$ cat src/rtl/inst_stream_loader_pkg.sv
`default_nettype none
// ============================================================================
// Module   : loader_pkg (package)
// Purpose  : Shared types and constants for the instruction stream loader:
//            FSM state encoding, error codes, the halt word used to pad
//            unused instruction memory, and small state-decode helpers.
// Ports    : none (package)
// Options  : INST_LOADER_FILL_EN enables the FILL state in the loader top.
// Revision : 1.0  initial release
// ============================================================================
package loader_pkg;

  // Width of the big-endian word-count header, in bytes.
  localparam int HDR_BYTES = 2;

  typedef enum logic [2:0] {
    ST_IDLE   = 3'd0,
    ST_LEN_HI = 3'd1,
    ST_LEN_LO = 3'd2,
    ST_DATA   = 3'd3,
    ST_CSUM   = 3'd4,
    ST_FILL   = 3'd5,
    ST_DONE   = 3'd6,
    ST_ERR    = 3'd7
  } state_e;

  localparam logic [1:0] ERR_NONE = 2'b00;
  localparam logic [1:0] ERR_LEN  = 2'b01;
  localparam logic [1:0] ERR_CSUM = 2'b10;

  // Decodes as an unknown opcode, so the CPU stops if it runs past the program.
  localparam logic [31:0] HALT_WORD = 32'hFFFF_FFFF;

  // States in which a stream byte may be accepted.
  function automatic logic is_accepting(input state_e s);
    return (s == ST_LEN_HI) || (s == ST_LEN_LO) || (s == ST_DATA) || (s == ST_CSUM);
  endfunction

  // States in which a new load may be requested (everything else is busy).
  function automatic logic is_resting(input state_e s);
    return (s == ST_IDLE) || (s == ST_DONE) || (s == ST_ERR);
  endfunction

endpackage
`default_nettype wire

$ cat src/rtl/inst_stream_loader_if.sv
`default_nettype none
// ============================================================================
// Module   : inst_stream_loader_if
// Purpose  : Groups the byte-stream handshake and the instruction memory
//            write port of the loader.
// Signals  : in_valid/in_byte  source -> loader stream byte
//            in_ready          loader -> source accept
//            mem_we/mem_addr/mem_wdata  loader -> instruction memory write
// Modports : master = stream source / memory side, slave = loader.
// Revision : 1.0  initial release
// ============================================================================
interface inst_stream_loader_if #(
  parameter int INST_ADDR_BIT = 10
) ();

  logic                     in_valid;
  logic [7:0]               in_byte;
  logic                     in_ready;
  logic                     mem_we;
  logic [INST_ADDR_BIT-1:0] mem_addr;
  logic [31:0]              mem_wdata;

  modport master (
    output in_valid,
    output in_byte,
    input  in_ready,
    input  mem_we,
    input  mem_addr,
    input  mem_wdata
  );

  modport slave (
    input  in_valid,
    input  in_byte,
    output in_ready,
    output mem_we,
    output mem_addr,
    output mem_wdata
  );

endinterface
`default_nettype wire

$ cat src/rtl/inst_stream_loader_byte_word_packer.sv
`default_nettype none
// ============================================================================
// Module   : byte_word_packer
// Purpose  : Assembles big-endian 32-bit words from a byte stream. The first
//            byte of a word lands in bits [31:24].
// Ports    : clock, reset      clock / synchronous active-high reset
//            clear             restart at byte 0 of a word
//            byte_valid        byte_in is consumed this cycle
//            byte_in[7:0]      stream byte
//            word_valid        combinational pulse with the 4th byte of a word
//            word[31:0]        assembled word, valid while word_valid is high
// Revision : 1.0  initial release
// ============================================================================
module byte_word_packer (
  input  logic        clock,
  input  logic        reset,
  input  logic        clear,
  input  logic        byte_valid,
  input  logic [7:0]  byte_in,
  output logic        word_valid,
  output logic [31:0] word
);

  // Holds the three earlier bytes of the word being assembled.
  logic [23:0] shift_q;
  logic [1:0]  idx_q;

  always_ff @(posedge clock) begin
    if (reset || clear) begin
      shift_q <= 24'd0;
      idx_q   <= 2'd0;
    end else if (byte_valid) begin
      shift_q <= {shift_q[15:0], byte_in};
      idx_q   <= idx_q + 2'd1;
    end
  end

  // The 4th byte is merged straight through so the caller can register the
  // complete word on the same edge that accepts it.
  assign word_valid = byte_valid && (idx_q == 2'd3);
  assign word       = {shift_q, byte_in};

endmodule
`default_nettype wire

$ cat src/rtl/inst_stream_loader.sv
`default_nettype none
// ============================================================================
// Module   : inst_stream_loader
// Purpose  : Receives a program as a byte stream (2-byte big-endian word
//            count, N*4 payload bytes, XOR checksum byte), writes the words
//            into instruction memory and pulses cpu_start after a verified
//            load.
// Ports    : clock, reset      clock / synchronous active-high reset
//            load_req          start a new load (ignored while busy)
//            bus (slave)       stream handshake + memory write port
//            cpu_start         one-cycle pulse on entry to DONE
//            busy              load in progress; hold the CPU in reset
//            done              level, high in DONE
//            error[1:0]        00 none, 01 length overflow, 10 checksum
// Options  : INST_LOADER_FILL_EN - pad addresses N..depth-1 with the halt
//            word after a good checksum, before DONE.
// Revision : 1.0  initial release
// ============================================================================
module inst_stream_loader
  import loader_pkg::*;
#(
  parameter int INST_ADDR_BIT = 10,
  parameter int LEN_BYTES     = 2
) (
  input  logic                 clock,
  input  logic                 reset,
  input  logic                 load_req,
  inst_stream_loader_if.slave  bus,
  output logic                 cpu_start,
  output logic                 busy,
  output logic                 done,
  output logic [1:0]           error
);

  if (LEN_BYTES != HDR_BYTES) begin : g_len_bytes_check
    $error("inst_stream_loader: LEN_BYTES must be 2");
  end

  // Depth as an (INST_ADDR_BIT+1)-bit value; N may equal the full depth.
  localparam logic [INST_ADDR_BIT:0] DEPTH_W = {1'b1, {INST_ADDR_BIT{1'b0}}};
  localparam logic [INST_ADDR_BIT:0] ONE_W   = {{INST_ADDR_BIT{1'b0}}, 1'b1};

  state_e                   state_q, state_d;
  logic [7:0]               len_hi_q;
  logic [INST_ADDR_BIT:0]   n_q;
  logic [INST_ADDR_BIT:0]   wcnt_q;
  logic [7:0]               csum_q;
  logic [1:0]               error_q;
  logic                     in_ready_q;
  logic                     mem_we_q;
  logic [INST_ADDR_BIT-1:0] mem_addr_q;
  logic [31:0]              mem_wdata_q;
  logic                     cpu_start_q;
  logic                     busy_q;
  logic                     done_q;

  logic                     xfer;
  logic                     load_start;
  logic [31:0]              len_w;
  logic                     len_over;
  logic                     len_zero;
  logic [INST_ADDR_BIT:0]   wcnt_inc;
  logic                     last_word;
  logic                     csum_ok;
  logic                     word_valid;
  logic [31:0]              word;

  assign xfer       = bus.in_valid && in_ready_q;
  assign load_start = load_req && is_resting(state_q);
  assign len_w      = {16'd0, len_hi_q, bus.in_byte};
  assign len_over   = len_w > 32'(DEPTH_W);
  assign len_zero   = (len_w == 32'd0);
  assign wcnt_inc   = wcnt_q + ONE_W;
  assign last_word  = (wcnt_inc == n_q);
  assign csum_ok    = (bus.in_byte == csum_q);

  byte_word_packer u_packer (
    .clock      (clock),
    .reset      (reset),
    .clear      (load_start),
    .byte_valid (xfer && (state_q == ST_DATA)),
    .byte_in    (bus.in_byte),
    .word_valid (word_valid),
    .word       (word)
  );

  always_comb begin
    state_d = state_q;
    case (state_q)
      ST_IDLE, ST_DONE, ST_ERR: if (load_req) state_d = ST_LEN_HI;
      ST_LEN_HI: if (xfer) state_d = ST_LEN_LO;
      ST_LEN_LO: begin
        if (xfer) begin
          if (len_over)      state_d = ST_ERR;
          else if (len_zero) state_d = ST_CSUM;
          else               state_d = ST_DATA;
        end
      end
      // word_valid already implies a byte transfer in DATA.
      ST_DATA: if (word_valid && last_word) state_d = ST_CSUM;
      ST_CSUM: begin
        if (xfer) begin
          if (!csum_ok) begin
            state_d = ST_ERR;
          end else begin
`ifdef INST_LOADER_FILL_EN
            state_d = (n_q == DEPTH_W) ? ST_DONE : ST_FILL;
`else
            state_d = ST_DONE;
`endif
          end
        end
      end
`ifdef INST_LOADER_FILL_EN
      ST_FILL: if (wcnt_inc == DEPTH_W) state_d = ST_DONE;
`endif
      default: state_d = ST_IDLE;
    endcase
  end

  always_ff @(posedge clock) begin
    if (reset) begin
      state_q     <= ST_IDLE;
      len_hi_q    <= 8'd0;
      n_q         <= '0;
      wcnt_q      <= '0;
      csum_q      <= 8'd0;
      error_q     <= ERR_NONE;
      in_ready_q  <= 1'b0;
      mem_we_q    <= 1'b0;
      mem_addr_q  <= '0;
      mem_wdata_q <= 32'd0;
      cpu_start_q <= 1'b0;
      busy_q      <= 1'b0;
      done_q      <= 1'b0;
    end else begin
      state_q     <= state_d;
      // Status outputs are decoded from the next state so they line up with
      // the state register rather than lagging it by a cycle.
      in_ready_q  <= is_accepting(state_d);
      busy_q      <= !is_resting(state_d);
      done_q      <= (state_d == ST_DONE);
      cpu_start_q <= (state_d == ST_DONE) && (state_q != ST_DONE);
      mem_we_q    <= 1'b0;

      case (state_q)
        ST_IDLE, ST_DONE, ST_ERR: begin
          if (load_req) begin
            error_q  <= ERR_NONE;
            wcnt_q   <= '0;
            csum_q   <= 8'd0;
            n_q      <= '0;
            len_hi_q <= 8'd0;
          end
        end
        ST_LEN_HI: if (xfer) len_hi_q <= bus.in_byte;
        ST_LEN_LO: begin
          if (xfer) begin
            if (len_over) error_q <= ERR_LEN;
            else          n_q     <= len_w[INST_ADDR_BIT:0];
          end
        end
        ST_DATA: begin
          if (xfer) csum_q <= csum_q ^ bus.in_byte;
          if (word_valid) begin
            mem_we_q    <= 1'b1;
            mem_addr_q  <= wcnt_q[INST_ADDR_BIT-1:0];
            mem_wdata_q <= word;
            wcnt_q      <= wcnt_inc;
          end
        end
        ST_CSUM: if (xfer && !csum_ok) error_q <= ERR_CSUM;
`ifdef INST_LOADER_FILL_EN
        ST_FILL: begin
          mem_we_q    <= 1'b1;
          mem_addr_q  <= wcnt_q[INST_ADDR_BIT-1:0];
          mem_wdata_q <= HALT_WORD;
          wcnt_q      <= wcnt_inc;
        end
`endif
        default: ;
      endcase
    end
  end

  assign bus.in_ready  = in_ready_q;
  assign bus.mem_we    = mem_we_q;
  assign bus.mem_addr  = mem_addr_q;
  assign bus.mem_wdata = mem_wdata_q;
  assign cpu_start     = cpu_start_q;
  assign busy          = busy_q;
  assign done          = done_q;
  assign error         = error_q;

endmodule
`default_nettype wire

$ cat src/flat_wrapper.sv
// flat-port wrapper written by rule: the top's interface ports become plain ports
module inst_stream_loader_flat import loader_pkg::*;
#(
  parameter int INST_ADDR_BIT = 10,
  parameter int LEN_BYTES     = 2
)
  (clock, reset, load_req, cpu_start, busy, done, error, bus_in_valid, bus_in_byte, bus_in_ready, bus_mem_we, bus_mem_addr, bus_mem_wdata);
  inst_stream_loader_if #(.INST_ADDR_BIT(INST_ADDR_BIT)) bus_i ();
  input  logic clock;
  input  logic reset;
  input  logic load_req;
  output logic cpu_start;
  output logic busy;
  output logic done;
  output logic [1:0] error;
  input wire logic [$bits(bus_i.in_valid)-1:0] bus_in_valid;
  input wire logic [$bits(bus_i.in_byte)-1:0] bus_in_byte;
  output wire logic [$bits(bus_i.in_ready)-1:0] bus_in_ready;
  output wire logic [$bits(bus_i.mem_we)-1:0] bus_mem_we;
  output wire logic [$bits(bus_i.mem_addr)-1:0] bus_mem_addr;
  output wire logic [$bits(bus_i.mem_wdata)-1:0] bus_mem_wdata;
  assign bus_i.in_valid = bus_in_valid;
  assign bus_i.in_byte = bus_in_byte;
  assign bus_in_ready = bus_i.in_ready;
  assign bus_mem_we = bus_i.mem_we;
  assign bus_mem_addr = bus_i.mem_addr;
  assign bus_mem_wdata = bus_i.mem_wdata;
  inst_stream_loader #(.INST_ADDR_BIT(INST_ADDR_BIT), .LEN_BYTES(LEN_BYTES)) u_core (.clock(clock), .reset(reset), .load_req(load_req), .bus(bus_i), .cpu_start(cpu_start), .busy(busy), .done(done), .error(error));
endmodule
$ cat config.mk
export PLATFORM = sky130hd
export DESIGN_NAME = inst_stream_loader_flat
export DESIGN_NICKNAME = d
export VERILOG_FILES = /design/src/rtl/inst_stream_loader_pkg.sv /design/src/rtl/inst_stream_loader_if.sv /design/src/rtl/inst_stream_loader_byte_word_packer.sv /design/src/rtl/inst_stream_loader.sv /design/src/flat_wrapper.sv
export SDC_FILE = /design/constraint.sdc
export NUM_CORES = 1
export LEC_CHECK = 0
export CAP_MARGIN = 20
export CORE_UTILIZATION = 51
export CTS_CLUSTER_SIZE = 12
export DETAILED_ROUTE_END_ITERATION = 10
export PLACE_DENSITY = 0.71
export SETUP_SLACK_MARGIN = 0.3
export SLEW_MARGIN = 20
export SYNTH_ARGS = -nofsm -noshare
export SYNTH_HDL_FRONTEND = slang
export SYNTH_HIERARCHICAL = 1
export SYNTH_SLANG_ARGS = --single-unit
$ cat constraint.sdc
create_clock -name clock -period 4.6 [get_ports clock]
set_input_delay 0.69 -clock clock [delete_from_list [all_inputs] [get_ports clock]]
set_output_delay 0.69 -clock clock [all_outputs]
set_load 0.05 [all_outputs]
==> flow_summary.yaml, run 1 <==
status:
  status: "complete, no violations"
floorplan:
  die_y_um: 102
  coreArea_um2: 9730
  die_w_um: 102
  initial_core_util_pct: 52.3
  num_rows: 36
  io_pins: 61
  die_area_um2: 10400
timing:
  tns_ns: 0
  grt_setup_unrepaired: "false"
  hold_viol_final: 0
  setup_violations: 0
  hold_slack_ns: 0.450
  timing.fmax_mhz: 357
  fin_skew_ns: 0.00629
  finalWorstSetupSlack_ns: 1.80
  fin_crit_sh_pct: 61.0
  max_slew.worst_pin.slew_ns: 0.950
  post-route-min-period_ns: 2.80
  report.final.slew_viol_count: 0
  slew_headroom_pct: 36.6
worst_hold_path:
  hp-start: "u_core/bus.mem_addr[2]"
  worstHoldPathCells: 2
  hp-class: "flip-flop to flip-flop"
  whs_endpoint: "u_core/bus.mem_addr[2]"
drt:
  ant_nets: 0
  firstDrtPassIters: 5
  drt-initial-drc-count: 250
  viasPerCell: 5.44
  vias: 4349
  drcViolationCount: 0
  wl_per_cell_um: 14.7
  wl_um: 11700
cells_and_area:
  drive_gt1_share_pct: 7.80
  fin_cells: 800
  final_common_cell: "nand2_1"
  fin_nets: 668
  final_cell_mix: "nand2_1 (120), dfxtp_1 (116), a21oi_1 (83), nor2_1 (68), clkdlybuf4s50_1 (59)"
  seqCellArea_um2: 2320
  multi_input_area_um2: 2490
  antenna_cells: 0
  area_growth_pct: 21.5
  fillCellCount: 879
setup_path:
  critPathLaunchType: "input port"
  end_kind: "flip-flop"
  r2r_slack_ns: 1.80
  r2r_end: "u_core/wcnt_q[9]"
  crit_type: "input port to flip-flop"
  ff2ff_path_depth: 8
  crit_arrival_ns: 3.22
  crit_required_ns: 5.01
  cp_max_fo: 8
  r2r_start: "u_core/state_q[1]"
power:
  power_leakage_uw: 0.00209
  powerDensity_nw_per_um2: 375
  power_uw: 2320
  ir_worst_vdd_mv: 0.264
synth:
  synth.distinct_cells: 60
  yosysWarnings: 6
  ys_seq_area_share_pct: 45.7
  ys_ff_latch: 116
  synthesis.nets: 633
  syn_avg_cell_area_um2: 8.21
  synth_area_um2: 5080
  synth_edf_count: 0
  yosys.area.top_type_share_pct: 45.7
  netlist_top_cells_area: "dfxtp_1 (46%), nand2_1 (8.9%), a21oi_1 (8.2%)"
  yosys.area.top_type: "dfxtp_1"
  ys_async_sr_fraction_pct: 0
  syn_inst: 619
  ys.flop_type: "dfxtp_1"
placed_design:
  dp_cells: 768
  globalplace.congestion: 0.934
  io_buffers: 60
  dp_slack_ns: 1.36
  dpl.hpwl_um: 7450
clock_tree:
  cts_setup_buffers: 0
  cts_buffers: 17
  clock-root-buffer: "clkbuf_8"
  h-tree-depth: 4
  hold_buffers: 0
  cts_sinks: 116
  cts_buffer_depth: 2
  cts_tree: "built"
  clkTransAtPathRegs_ns: 0.06
  clk_latency_ns: 0.51
  postCtsResizedCells: 0
grt:
  global_route.overflow_total: 0
  grt_pass1_wl_um: 19600
  globalRouteTotalUtil_pct: 24.6
  first_global_vias: 4176
  grt_max_degree: 72
  antenna_found_initial: 0
flow_run:
  maxCapViolCount: 0
==> per-stage QoR <==
step / utilization, % / instance area, um2
2_1_floorplan: - / 5080
3_3_place_gp: 57.8 / 5630
3_5_place_dp: 57.8 / 5630
4_1_cts: 63.4 / 6170
5_1_grt: 63.5 / 6170
6_report: 63.5 / 6170
==> synthesized netlist by cell type, types with 3 or more instances <==
cell type,number
nand3_1,15
nand3b_1,5
and2_1,6
clkbuf_1,33
nand2_1,121
and4_1,3
nor4_1,6
nor2_1,69
xnor2_1,10
a22oi_1,8
a21oi_1,83
o21ai_0,20
nor3_1,9
nor2b_1,3
buf_6,4
mux2i_1,30
dfxtp_1,116
inv_1,4
and3_1,3
buf_4,9
xor2_1,11
==> worst max path at each step <==
stage | startpoint | slack, ns | end | cells past startpoint
final | bus_in_byte[3] | 1.80 | u_core/cpu_start | 7
after global routing | u_core/state_q[1] | 1.53 | u_core/wcnt_q[5] | 9
after CTS | u_core/wcnt_q[0] | 1.82 | u_core/cpu_start | 8
after detailed placement | bus_in_byte[3] | 1.36 | u_core/cpu_start | 7
after global placement | bus_in_byte[2] | 1.45 | u_core/cpu_start | 7
after floorplan | u_core/state_q[1] | 1.49 | u_core/cpu_start | 13
==> kinds of logic (layout without fill, tap and decap cells) <==
group / count (synthesis) / after routing / synth area share [%]
muxes: 30 / 30 / 5.91
xor gates and xnor gates: 21 / 21 / 3.62
adders and majority gates: 2 / 2 / 0.492
DFF: 116 / 116 / 45.7
and+or+nand+nor: 260 / 260 / 23.1
AOI/OAI and AO/OA: 136 / 136 / 15.5
buffers and inverters: 54 / 102 / 5.73
==> worst max-delay path: stages <==
cell,delay [ns]
clkdlybuf4s50_1,0.58
nor4_1,0.41
nand3_1,0.18
nor4_1,0.45
o311ai_0,0.22
or3b_1,0.45
nor4_2,0.24
==> layer usage <==
| layer | wire length, um | track usage, % | vias to the layer above |
|---|---|---|---|
| li1 | - | - | 2189 |
| met1 | 5280 | 29.4 | 2051 |
| met2 | 5840 | 41.4 | 97 |
| met3 | 441 | 6.91 | 12 |
| met4 | 179 | 10.8 | 0 |
| met5 | 0 | 0 | - |
==> registers in the layout, summed over array words and instances, names as in the netlist <==
signal / flops
u_core/len_hi_q: 8
u_core/bus.mem_we: 1
u_core/wcnt_q: 11
u_core/cpu_start: 1
u_core/busy: 1
u_core/bus.mem_wdata: 32
u_core/bus.in_ready: 1
u_core/csum_q: 8
u_core/state_q: 3
u_core/n_q: 11
u_core/error: 2
u_core/u_packer/idx_q: 2
u_core/bus.mem_addr: 10
u_core/done: 1
u_core/u_packer/shift_q: 24
==> cell type report <==
cell class	instances	share of cell area (%)
sequential	116	37.6
clock buffer	19	7.15
tap	133	2.70
timing repair buffer	66	10.4
inverter	4	0.243
multi-input combinational	449	40.3
clock inverter	13	1.66
==> power breakdown <==
group	internal, uW	total, uW	switching (uW)
combinational	39.1	122	83.0
clock	694	1170	480
sequential	1010	1020	9.40
Note: power is estimated with default switching activity, not from simulation.
==> run 2: changes to the inputs <==
Clock period 4.6 ns to 2.8 ns, I/O delays scaled along.
==> run 2 against run 1 <==
  * Via count is 4.3% higher
  * Total power increased by 76%
  * Sequential share of layout area decreased by 1.7 points
  * Register-to-register slack got worse by 1.4 ns
  * Setup slack worse by 1.4 ns
  * Global-route usage increased by 0.34 points
  * Non-clock buffer count grew 28
  * Routed wire length up 4.5%
  * Combinational power up 97%
  * Sequential cell count is the same
  * Clock skew rose by 0.0044 ns
  * Critical path type is now flip-flop to flip-flop
  * Largest cell class unchanged
==> flow_summary.yaml, run 2 (synthesized netlist as in run 1, its figures left out) <==
grt:
  antenna_found_initial: 0
  globalRouteTotalUtil_pct: 24.9
  global_route.overflow_total: 0
  grt_pass1_wl_um: 19900
  grt_max_degree: 62
  first_global_vias: 4094
cells_and_area:
  largest_register_ffs: 32
  antenna_cells: 0
  area_growth_pct: 27.9
  seqCellArea_um2: 2340
  final_common_cell: "nand2_1"
  fillCellCount: 818
  drive_gt1_share_pct: 13.1
  multi_input_area_um2: 2530
  fin_nets: 696
  final_cell_mix: "nand2_1 (121), dfxtp_1 (108), a21oi_1 (83), nor2_1 (68), clkdlybuf4s50_1 (59)"
  fin_cells: 828
floorplan:
  die_w_um: 102
  coreArea_um2: 9730
  die_area_um2: 10400
  initial_core_util_pct: 52.3
  io_pins: 61
  die_y_um: 102
  num_rows: 36
timing:
  slew_headroom_pct: 37.6
  timing.fmax_mhz: 415
  post-route-min-period_ns: 2.41
  fin_crit_sh_pct: 86.0
  finalWorstSetupSlack_ns: 0.391
  hold_slack_ns: 0.453
  max_slew.worst_pin.slew_ns: 0.937
  setup_violations: 0
  hold_viol_final: 0
  fin_skew_ns: 0.0107
  grt_setup_unrepaired: "false"
  report.final.slew_viol_count: 0
placed_design:
  globalplace.congestion: 0.846
  dp_slack_ns: -0.0270
  dpl.hpwl_um: 7960
  io_buffers: 60
  dp_cells: 790
drt:
  vias: 4535
  firstDrtPassIters: 5
  wl_um: 12300
  drcViolationCount: 0
  wl_per_cell_um: 14.8
  ant_nets: 0
  viasPerCell: 5.48
  drt-initial-drc-count: 183
clock_tree:
  cts_buffer_depth: 2
  cts_buffers: 17
  clkTransAtPathRegs_ns: 0.06
  hold_buffers: 0
  cts_sinks: 116
  clock-root-buffer: "clkbuf_8"
  h-tree-depth: 4
  cts_tree: "built"
  clk_latency_ns: 0.52
setup_path:
  crit_arrival_ns: 2.83
  critPathLaunchType: "flip-flop"
  crit_type: "flip-flop to flip-flop"
  end_kind: "flip-flop"
  cp_max_fo: 7
  crit_required_ns: 3.22
  r2r_slack_ns: 0.39
power:
  power_leakage_uw: 0.00227
  powerDensity_nw_per_um2: 629
  ir_worst_vdd_mv: 0.459
status:
  status: "complete, no violations"
worst_hold_path:
  hp-class: "flip-flop to flip-flop"
flow_run:
  maxCapViolCount: 0
==> run 2: cell types whose count changed in the layout (fill, tap and decap cells not counted), moves of 3 or more <==
cell | previous run | this run
buf_4 | 6 | 34
dfxtp_1 | 116 | 108
dfxtp_2 | 0 | 6
bufinv_16 | 0 | 3
clkinvlp_4 | 6 | 3
==> run 2: cell type report <==
cell class	count	area share, %
Multi-Input combinational cell	449	38.9
Sequential cell	116	36.0
Timing Repair Buffer	94	13.1
Clock buffer	19	6.64
Clock inverter	13	2.62
Tap cell	133	2.56
Inverter	4	0.231
==> run 2: per-layer routing <==
layer	part of all wire, %	wire length, um	track usage [%]
met2	48	5940	41.6
met3	4.5	550	6.50
met4	2.3	283	11.1
met5	0	0	0
met1	45	5490	30.4
==> run 2: what timing repair did <==
action / CTS / global route
gates cloned: 0 / 0
pin swaps: 2 / 4
endpoints found under the setup margin: 3 / 3
buffers inserted: 2 / 4
gates resized for setup: 3 / 11
==> run 2: power breakdown <==
part           internal, uW  switching (uW)  total (uW)
registers              1660            5.63        1660
logic                  83.6             157         240
clock network          1390             793        2180
==> run 2: worst max-delay path, cell delays in order (launching register included) <==
cell	delay, ns
dfxtp_4	0.37
ha_4	0.18
o21ba_1	0.17
a221oi_1	0.30
a21oi_1	0.08
nor4_2	0.31
a31o_2	0.24
or3b_4	0.39
nor4_2	0.26
==> run 2: metrics by stage <==
step           area [um2]  setup TNS [ns]  util [%]  power, uW
2_1_floorplan        5160               0         -       1870
3_3_place_gp         5810               0      59.7       1930
3_5_place_dp         5810         -0.0270      59.7       1940
4_1_cts              6430               0      66.1       4110
5_1_grt              6500               0      66.8       4220
6_report             6500               0      66.8       4090
==> run 2: path summary, 6_finish.rpt <==
| path | from | to | depth (start not counted) |
|---|---|---|---|
| max | u_core/wcnt_q[1] | u_core/cpu_start | 8 |
| min | u_core/bus.mem_addr[4] | u_core/bus.mem_addr[4] | 2 |
| min reg2reg | u_core/bus.mem_addr[4] | u_core/bus.mem_addr[4] | 2 |
| max reg2reg | u_core/wcnt_q[1] | u_core/cpu_start | 8 |
